===== src/rtl/freq_detector.sv =====
// freq_detector: measures the period of an externally generated divided clock
// (remote bclk/lrclk) in local clk cycles and reports the recovered divide
// factor once the period has been stable for LOCK_COUNT consecutive periods.
// Flags period changes (period_err) and loss of clock (lost).
// Optional build macro FREQ_DETECTOR_DUTY_CHECK_EN adds a 50% duty-cycle check
// on every measured period.
module freq_detector #(
    parameter  int MAX_FACTOR = 16,
    parameter  int LOCK_COUNT = 4,
    localparam int WIDTH      = $clog2(MAX_FACTOR + 2)
) (
    input  logic             clk,
    input  logic             rst,
    input  logic             enable,
    input  logic             sclk_in,
    output logic [WIDTH-1:0] factor,
    output logic             locked,
    output logic             period_err,
    output logic             lost
);

    localparam int MW = $clog2(LOCK_COUNT + 1);

    localparam logic [WIDTH-1:0] CNT_ONE  = WIDTH'(1);
    localparam logic [WIDTH-1:0] CNT_TWO  = WIDTH'(2);
    localparam logic [WIDTH-1:0] CNT_MAX  = WIDTH'(MAX_FACTOR);
    localparam logic [WIDTH-1:0] CNT_SAT  = WIDTH'(MAX_FACTOR + 1);
    localparam logic [MW-1:0]    MATCH_LK = MW'(LOCK_COUNT);

    typedef enum logic [1:0] {
        IDLE   = 2'b00,
        MEAS   = 2'b01,
        LOCKED = 2'b10
    } state_t;

    state_t           state_r, state_s;
    logic             s1_r, s2_r, s3_r;
    logic             rise_s;
    logic             meas_ok_s;
    logic [WIDTH-1:0] cnt_r, cnt_s;
    logic [WIDTH-1:0] cand_r, cand_s;
    logic [WIDTH-1:0] factor_r, factor_s;
    logic [MW-1:0]    match_r, match_s;
    logic             locked_r, locked_s;
    logic             err_r, err_s;
    logic             lost_r, lost_s;

    // Period range check: a measurement counts only within 2..MAX_FACTOR.
    function automatic logic period_in_range(input logic [WIDTH-1:0] p);
        return (p >= CNT_TWO) && (p <= CNT_MAX);
    endfunction

    assign rise_s = s2_r & ~s3_r;

    // Two-flop synchronizer plus delay flop for edge detection; runs regardless of enable.
    always_ff @(posedge clk) begin
        if (rst) begin
            s1_r <= 1'b0;
            s2_r <= 1'b0;
            s3_r <= 1'b0;
        end else begin
            s1_r <= sclk_in;
            s2_r <= s1_r;
            s3_r <= s2_r;
        end
    end

`ifdef FREQ_DETECTOR_DUTY_CHECK_EN
    logic             fall_s;
    logic [WIDTH-1:0] high_cnt_r;
    logic             fall_seen_r;

    assign fall_s = ~s2_r & s3_r;

    // Capture the high-phase length at each falling edge; remember whether a fall occurred since the last rise.
    always_ff @(posedge clk) begin
        if (rst) begin
            high_cnt_r  <= '0;
            fall_seen_r <= 1'b0;
        end else if (fall_s) begin
            high_cnt_r  <= cnt_r;
            fall_seen_r <= 1'b1;
        end else if (rise_s) begin
            fall_seen_r <= 1'b0;
        end else begin
            fall_seen_r <= fall_seen_r;
        end
    end

    // Valid only with in-range period, an observed fall, and exactly half the period spent high.
    always_comb begin
        meas_ok_s = period_in_range(cnt_r) && fall_seen_r &&
                    ({high_cnt_r, 1'b0} == {1'b0, cnt_r});
    end
`else
    // Valid when the period alone is in range; odd periods are accepted.
    always_comb begin
        meas_ok_s = period_in_range(cnt_r);
    end
`endif

    // Next-state, counter, match tracking and output pulse generation.
    always_comb begin
        state_s  = state_r;
        cnt_s    = cnt_r;
        cand_s   = cand_r;
        match_s  = match_r;
        factor_s = factor_r;
        locked_s = locked_r;
        err_s    = 1'b0;
        lost_s   = 1'b0;

        if (!enable) begin
            state_s  = IDLE;
            locked_s = 1'b0;
            cnt_s    = '0;
            match_s  = '0;
        end else begin
            if (rise_s) begin
                cnt_s = CNT_ONE;
            end else if (cnt_r != CNT_SAT) begin
                cnt_s = cnt_r + CNT_ONE;
            end else begin
                cnt_s = cnt_r;
            end

            case (state_r)
                IDLE: begin
                    // First edge only starts the period count; nothing is measured.
                    if (rise_s) begin
                        match_s = '0;
                        state_s = MEAS;
                    end else begin
                        state_s = IDLE;
                    end
                end
                MEAS: begin
                    if (rise_s) begin
                        if (!meas_ok_s) begin
                            err_s   = 1'b1;
                            match_s = '0;
                        end else if (cnt_r == cand_r) begin
                            match_s = match_r + MW'(1);
                        end else begin
                            cand_s  = cnt_r;
                            match_s = MW'(1);
                        end
                        if (match_s == MATCH_LK) begin
                            factor_s = cand_s;
                            locked_s = 1'b1;
                            state_s  = LOCKED;
                        end else begin
                            state_s  = MEAS;
                        end
                    end else if (cnt_r == CNT_SAT) begin
                        lost_s   = 1'b1;
                        locked_s = 1'b0;
                        state_s  = IDLE;
                    end else begin
                        state_s  = MEAS;
                    end
                end
                LOCKED: begin
                    if (rise_s) begin
                        if (!meas_ok_s || (cnt_r != factor_r)) begin
                            err_s    = 1'b1;
                            locked_s = 1'b0;
                            cand_s   = meas_ok_s ? cnt_r : cand_r;
                            match_s  = meas_ok_s ? MW'(1) : MW'(0);
                            state_s  = MEAS;
                        end else begin
                            state_s  = LOCKED;
                        end
                    end else if (cnt_r == CNT_SAT) begin
                        lost_s   = 1'b1;
                        locked_s = 1'b0;
                        state_s  = IDLE;
                    end else begin
                        state_s  = LOCKED;
                    end
                end
                default: begin
                    locked_s = 1'b0;
                    state_s  = IDLE;
                end
            endcase
        end
    end

    // State and output registers.
    always_ff @(posedge clk) begin
        if (rst) begin
            state_r  <= IDLE;
            cnt_r    <= '0;
            cand_r   <= '0;
            match_r  <= '0;
            factor_r <= '0;
            locked_r <= 1'b0;
            err_r    <= 1'b0;
            lost_r   <= 1'b0;
        end else begin
            state_r  <= state_s;
            cnt_r    <= cnt_s;
            cand_r   <= cand_s;
            match_r  <= match_s;
            factor_r <= factor_s;
            locked_r <= locked_s;
            err_r    <= err_s;
            lost_r   <= lost_s;
        end
    end

    assign factor     = factor_r;
    assign locked     = locked_r;
    assign period_err = err_r;
    assign lost       = lost_r;

endmodule


===== config.mk =====
export PLATFORM = sky130hd
export DESIGN_NAME = freq_detector
export DESIGN_NICKNAME = d
export VERILOG_FILES = /design/src/rtl/freq_detector.sv
export SDC_FILE = /design/constraint.sdc
export NUM_CORES = 1
export LEC_CHECK = 0
export ABC_CLOCK_PERIOD_IN_PS = 2600
export CORE_AREA = 3 3 57 59
export DETAILED_ROUTE_END_ITERATION = 7
export DIE_AREA = 0 0 60 62
export PLACE_DENSITY = 0.76
export SLEW_MARGIN = 10
export SYNTH_ARGS = -nofsm -noshare
export SYNTH_HDL_FRONTEND = slang
export SYNTH_SLANG_ARGS = --single-unit

===== constraint.sdc =====
create_clock -name clk -period 2.6 [get_ports clk]
set_clock_uncertainty 0.2 [all_clocks]
set_input_delay 0.26 -clock clk [delete_from_list [all_inputs] [get_ports clk]]
set_output_delay 0.26 -clock clk [all_outputs]
set_load 0.01 [all_outputs]

# --- After elaboration in Yosys (flattened, before gate mapping) ---
# Index checks and enable logic that the tools add are counted.
word_totals:
  ff_bits: 26
  latch_bits: 0
  mem_bits_ro: 0
  word_cells: 90
  out_inout_bits: 8
  mem_count: 0
  ramBits: 0
  input_bits: 4
classes:
  addsub: 2
  n_reduce_logical: 15
  bitwise_logic: 5
  shifts: 0
  div: 0
  n_lt_le_gt_ge: 2
  n_mul: 0
  n_mux: 40
  eq_ne: 14
op_table:
  columns: ["op", "count"]
  rows:
  - ["5-bit two-way mux", 6]
  - ["3-bit two-way mux", 9]
  - ["1-bit two-way mux", 15]
  - ["2-bit two-way mux", 5]
  - ["2-bit != test (second input constant)", 5]
  - ["5-bit case mux with 2 select lines", 1]
  - ["3-bit case mux with 3 select lines", 1]
  - ["3-bit != test (second input constant)", 2]
  - ["2-bit case mux with 3 select lines", 1]
  - ["6-bit AND reduction", 1]
  - ["5-bit by 1-bit adder with 5-bit output (second input constant)", 1]
  - ["5-bit equality test", 1]
  - ["5-bit equality test (second input constant)", 1]
  - ["5-bit by 2-bit >= comparator with 1-bit output (second input constant)", 1]
  - ["5-bit <= comparator (second input constant)", 1]
  - ["5-bit != test", 1]
  - ["5-bit != test (second input constant)", 1]
  - ["5-bit AND reduction", 1]
  - ["1-bit inverter", 4]
  - ["4-bit AND reduction", 1]
  - ["2-bit nonzero test", 2]
  - ["2-bit OR reduction", 2]
  - ["4-bit OR reduction", 1]
  - ["3-bit by 1-bit adder with 3-bit output (second input constant)", 1]
  - ["13 further kinds", 13]

# --- Depth between registers and ports, before layout ---
depth:
  depth_word: 10
  ltp_mapped: 8
  mapped_depth_nobuf: 7

# --- Least setup slack after synthesis ---
# No wires, ideal clock.
synth_timing:
  path_kind: "reg2reg"
  start: "reg state_r[0]"
  end: "reg match_r[2]"
  required_ps: 2325
  stages_incl_launch_ff: 9
  n_path_buf: 1
  path_slack_ps: 251
  t_arrival_ps: 2074
  synth_period_minus_slack_ps: 2349
  setup_ps: 75
  cell_sequence: "dfxtp_1 inv_1 ha_1 clkdlybuf4s25_2 nor3_1 nor2_1 a311o_1 or4_1 o22ai_1"
synth_via:
  elab_chain_cells: 3
  elab_cells_between_ends: 10
  classes_between: "6 x eq/ne; 1 x mux; 3 x reduce/logical"
synth_rtl:
  columns: ["item", "line", "source"]
  rows:
  - ["from (decl)", "36", "state_t state_r, state_s;"]
  - ["from (signal assigned)", "202", "state_r <= state_s;"]
  - ["2-bit equality test (tied with other cells)", "127", "case (state_r)"]
  - ["2-bit != test (no line) or 3-bit nonzero test (tied branches)", null, null]
  - ["5-bit AND reduction (no line)", null, null]
  - ["to (signal assigned)", "205", "match_r <= match_s;"]
  - ["to (decl)", "43", "logic [MW-1:0] match_r, match_s;"]
# Parallel ways exist; a longest one is shown, timed or not.
# A chain may end at the register's enable or synchronous reset.

# --- Final worst setup path ---
layout_timing:
  start: "reg cnt_r[3]"
  end: "reg match_r[2]"
layout_via:
  elab_chain_cells: 8
  elab_cells_between_ends: 16
  classes_between: "2 x order compare; 3 x eq/ne; 7 x mux; 4 x reduce/logical"
layout_rtl:
  columns: ["item", "line", "source"]
  rows:
  - ["from (decl)", "40", "logic [WIDTH-1:0] cnt_r, cnt_s;"]
  - ["from (signal assigned)", "203", "cnt_r <= cnt_s;"]
  - ["5-bit by 2-bit >= comparator with 1-bit output (tied with other cells)", "50", "return (p >= CNT_TWO) && (p <= CNT_MAX);"]
  - ["1-bit logical AND or 3-bit two-way mux (tied branches)", "50, 142", null]
  - ["3-bit two-way mux", "139", "if (!meas_ok_s) begin"]
  - ["3-bit two-way mux", "138", "if (rise_s) begin"]
  - ["3-bit two-way mux", "127", null]
  - ["3-bit two-way mux", "113", "if (!enable) begin"]
  - ["3-bit two-way mux", "138", null]
  - ["3-bit case mux with 3 select lines", "127", null]
# Parallel ways exist; a longest one is shown, timed or not. The select of a mux whose other input is x is not followed.

==> results by stage <==
Timing:
- The worst path meets setup with between 0.09 and 0.1 ns of slack.
- Setup total negative slack on the finished layout was measured at 0 ns.
- In this run the tightest slew margin relative to its limit is 63.82%.
- The total setup violations reported at the end of the flow is 0.
- Timing would allow up to 400.0 MHz.
- The final period demand of the worst path is 2.500 ns.
- The max-slew violation count was 0.
- The fraction of the cycle the final worst path needs is between 90% and 100%.
- Setup repair after global routing left no endpoint under its margin.
- The actual slew at the worst max-slew pin is 0.5385 ns.
- The number of hold-slack violations in the final timing report was 0.

Logic synthesis:
- The async set or reset register ratio after synthesis is 0%.
- A synthesized cell averages 8.731 sq um.
- The sequential-to-total area share from yosys stat is around 33%.
- The multiplexer share of the synthesized area is 5.039%.
- In the post-synthesis netlist, the cell with the most instances is sky130_fd_sc_hd__dfxtp_1.
- The gate count of the mapped netlist is ~180.
- The top cell type's share of synthesized area is about a third.
- The dominant register cell in the synthesized netlist is sky130_fd_sc_hd__dfxtp_1.
- The number of nets handed over by synthesis was around 190.
- The arithmetic-cell share of the synthesized area counting full adders, half adders and majority gates is under 10%.
- The synthesized design contains 0 enable-type register cells.
- Summing the areas of all and, or, nand and nor instances in the mapped netlist gives 24.57% of the synthesized area.
- The Yosys step of the flow raised 0 warnings.
- The synthesized netlist devotes between 10% and 20% of its cell area to compound gates.
- The cell area after technology mapping is approximately 1600 sq um.
- The number of distinct library cell variants in the gate-level netlist after synthesis is 44.
- In the synthesized netlist, the cells that appear most often are sky130_fd_sc_hd__dfxtp_1 (26), sky130_fd_sc_hd__nand2_1 (14), sky130_fd_sc_hd__a21oi_1 (12).
- The dominant combinational cell family by area after synthesis is simple AND/OR/NAND/NOR gates.
- Counting flops and latches in the post-synthesis netlist gives 26.
- The share of the synthesized netlist area taken by xor and xnor gates is between 7 and 8%.
- The biggest area contributor in the post-synthesis netlist is sky130_fd_sc_hd__dfxtp_1.
- In the post-synthesis netlist, the biggest area contributors are sky130_fd_sc_hd__dfxtp_1 (33%), sky130_fd_sc_hd__ha_1 (6.3%), sky130_fd_sc_hd__xor2_1 (5.5%).

Worst setup path:
- Counting both buffers and inverters, the worst setup path holds a total of 0.
- The sort of element at the end of the critical path is a flip-flop.
- The most numerous cell on the critical path is sky130_fd_sc_hd__or4_1.
- The startpoint kind of the worst setup timing path is a flip-flop.
- The data arrival time of the critical path is 2.57 ns.
- The slowest stage of the critical path is the sky130_fd_sc_hd__or4_1 cell.
- The signal on the critical path passes through nor2b_1 > a2111o_1 > or4_1 > or4_1 > o22ai_1.
- The highest net fanout along the worst path is 10.
- Broken down by cell family, the worst path's largest delay share belongs to simple AND/OR/NAND/NOR gates.
- On the worst path, the slowest cell contributes a delay of a little over 0.5 ns.
- The required time of the worst setup path is 2.66 ns.
- The critical path in this run is classified as reg2reg.

Cells and area:
- The net count of the finished layout is around 210.
- The repair_antennas step left the layout with diodes totalling 0.
- Relative to the synthesized area, the layout overhead comes to 11.97%.
- Cells with a size suffix above 1 make up under 10% of the layout.

Global route:
- Entering global routing, the biggest net connects 19 pins.
- For this run, the total global-route usage over all layers was measured as just over 20%.
- The number of global-route vias before repair is approximately 1300.
- The first global-routing pass estimated 5727 um of wire.
- The residual overflow from global routing is 0.
- The initial antenna violation count is 0.

Run:
- Across the run, the number of max-cap violations was 0.

Route:
- The count of nets left with antenna violations once routing finished came out at 0.
- The number of iterations in the first detailed-routing pass is 4.
- The wire length after detailed routing is 3394 um.
- The final routed DRC violation total is 0.
- The number of DRC markers in iteration 0 is approximately 50.
- The total number of vias is around 1300.
- In the final routed layout, each cell accounts on average for 15.02 um.
- In the routed layout, each cell is associated on average with a via count of 5.903.

Floorplanning:
- The core outline area is between 2000 and 3000 sq um.
- For this configuration, the core starts out at a cell density of 57.62%.
- The floorplan has 19 rows.
- 12 I/O pins were placed.
- The die height is ~62 um.
- The die covers around 3700 sq um.
- The x dimension of the die is 60 um.

Clock network:
- The worst-skew pair later-pin latency is roughly 0.33 ns.
- The total clock sinks is 26.
- CTS built an H-tree with a depth of 1.
- TritonCTS created 3 clock buffers.
- Clock tree synthesis selected as its root buffer the cell sky130_fd_sc_hd__clkbuf_4.
- The worst-case clock buffer depth is 2.
- TritonCTS built the clock tree.
- Hold repair after CTS inserted 0 buffers.
- After clock tree synthesis, the clock-pin slew on the worst setup and hold paths is around 0.14 ns.
- The post-CTS setup buffer count is 0.

Placement:
- At the placement stage, the worst setup path has a slack of 0.1413 ns.
- The number of buffers inserted by port buffering is 11.
- At the end of routability-driven placement, the weighted congestion stood at 0.9096.
- The half-perimeter wire length after detailed placement is about 2600 um.

Power and ir drop:
- Across the VDD grid, the largest voltage drop is between 0.2 and 0.3 mV.
- In this run the power density over the cells is about 420 nW/um^2.
- For this design the static power due to leakage is 0.7052 nW.

Outcome:
- The flow ran to the end, and the final reports show no timing, DRC or antenna violations.

Worst hold path:
- The kind of path behind the tightest hold check is reg2reg.
## power by group
group | internal [mW] | switching, mW
Combinational | 0.0270 | 0.0351
Sequential | 0.402 | 0.00404
Clock | 0.156 | 0.123
Total | 0.585 | 0.162
## state kept, by name (all words and copies together) (netlist names)
signal / count
period_err: 1
lost: 1
s3_r: 1
state_r: 2
cnt_r: 5
cand_r: 5
match_r: 3
s2_r: 1
s1_r: 1
factor: 5
locked: 1
## metrics by stage
step                      instance area, sq um  utilization [%]  hold WS [ns]  instances  power, mW
after floorplan                           1589                -        0.1882        182     0.4568
after global placement                    1725            62.57        0.2366        222     0.4744
after detailed placement                  1725            62.57        0.2401        222     0.4758
after CTS                                 1778            64.47        0.2664        226     0.7561
after global routing                      1779            64.52        0.2806        226     0.7753
final                                     1779            64.52        0.2630        226     0.7470
## worst paths after layout
path,startpoint,slack (ns),depth (start not counted),to
setup reg to reg,cnt_r[3],0.1,5,match_r[2]
hold reg to reg,s1_r,0.26,1,s2_r
setup / recovery,cnt_r[3],0.1,5,match_r[2]
hold / removal,s1_r,0.26,1,s2_r
## layout by cell type, fill, tap and decap left out, types with 2 or more instances in the layout
cell type,instances
sky130_fd_sc_hd__inv_1,8
sky130_fd_sc_hd__nand2_1,14
sky130_fd_sc_hd__mux2i_1,8
sky130_fd_sc_hd__or3_1,2
sky130_fd_sc_hd__nand3_1,8
sky130_fd_sc_hd__nand4_1,3
sky130_fd_sc_hd__nor3b_1,2
sky130_fd_sc_hd__ha_1,8
sky130_fd_sc_hd__a21oi_1,12
sky130_fd_sc_hd__and3_1,2
sky130_fd_sc_hd__clkbuf_4,3
sky130_fd_sc_hd__buf_4,9
sky130_fd_sc_hd__nor4_1,2
sky130_fd_sc_hd__clkdlybuf4s50_1,11
sky130_fd_sc_hd__or4_1,3
sky130_fd_sc_hd__a211o_1,2
sky130_fd_sc_hd__nor3_1,5
sky130_fd_sc_hd__xnor2_1,3
sky130_fd_sc_hd__xor2_1,10
sky130_fd_sc_hd__nand2b_1,11
sky130_fd_sc_hd__nor2_1,10
sky130_fd_sc_hd__nor2b_1,6
sky130_fd_sc_hd__o21ai_0,7
sky130_fd_sc_hd__a211oi_1,3
sky130_fd_sc_hd__dfxtp_1,25
## timing repair
item / in CTS / in global routing
endpoints found under the setup margin: 0 / 1
resized for setup: 0 / 1
endpoints found under the hold margin: 0 / 0
## worst reg2reg max path, stage by stage, from the launching register on
cell                       delay (ns)
sky130_fd_sc_hd__dfxtp_1         0.46
sky130_fd_sc_hd__nor2b_1         0.19
sky130_fd_sc_hd__a2111o_1        0.49
sky130_fd_sc_hd__or4_1           0.51
sky130_fd_sc_hd__or4_1           0.43
sky130_fd_sc_hd__o22ai_1         0.15
## kinds of logic after synthesis
| logic type | Yosys count |
|---|---|
| xor+xnor | 13 |
| mux | 8 |
| simple gates | 72 |
| fa+ha+maj | 8 |
| flops | 26 |
| compound gates | 36 |
| buf+inv | 19 |
## layer usage
metal | GRT usage [%] | share of wire (%) | vias up
met4 | 7.595 | 1.6 | 0
met3 | 2.893 | 4.0 | 7
met1 | 27.53 | 47 | 629
met5 | 0 | 0 | -
met2 | 33.02 | 47 | 31
li1 | - | - | 667
## cell type report
class	count	area [sq um]
fillers	255	978.4
well taps	31	38.79
clock inverters	1	30.03
multi-input cells	137	958.4
clock buffers	3	22.52
flip-flops and latches	26	521.8
repair buffers	20	177.7
inverters	8	30.03
(Power assumes the default switching activity.)
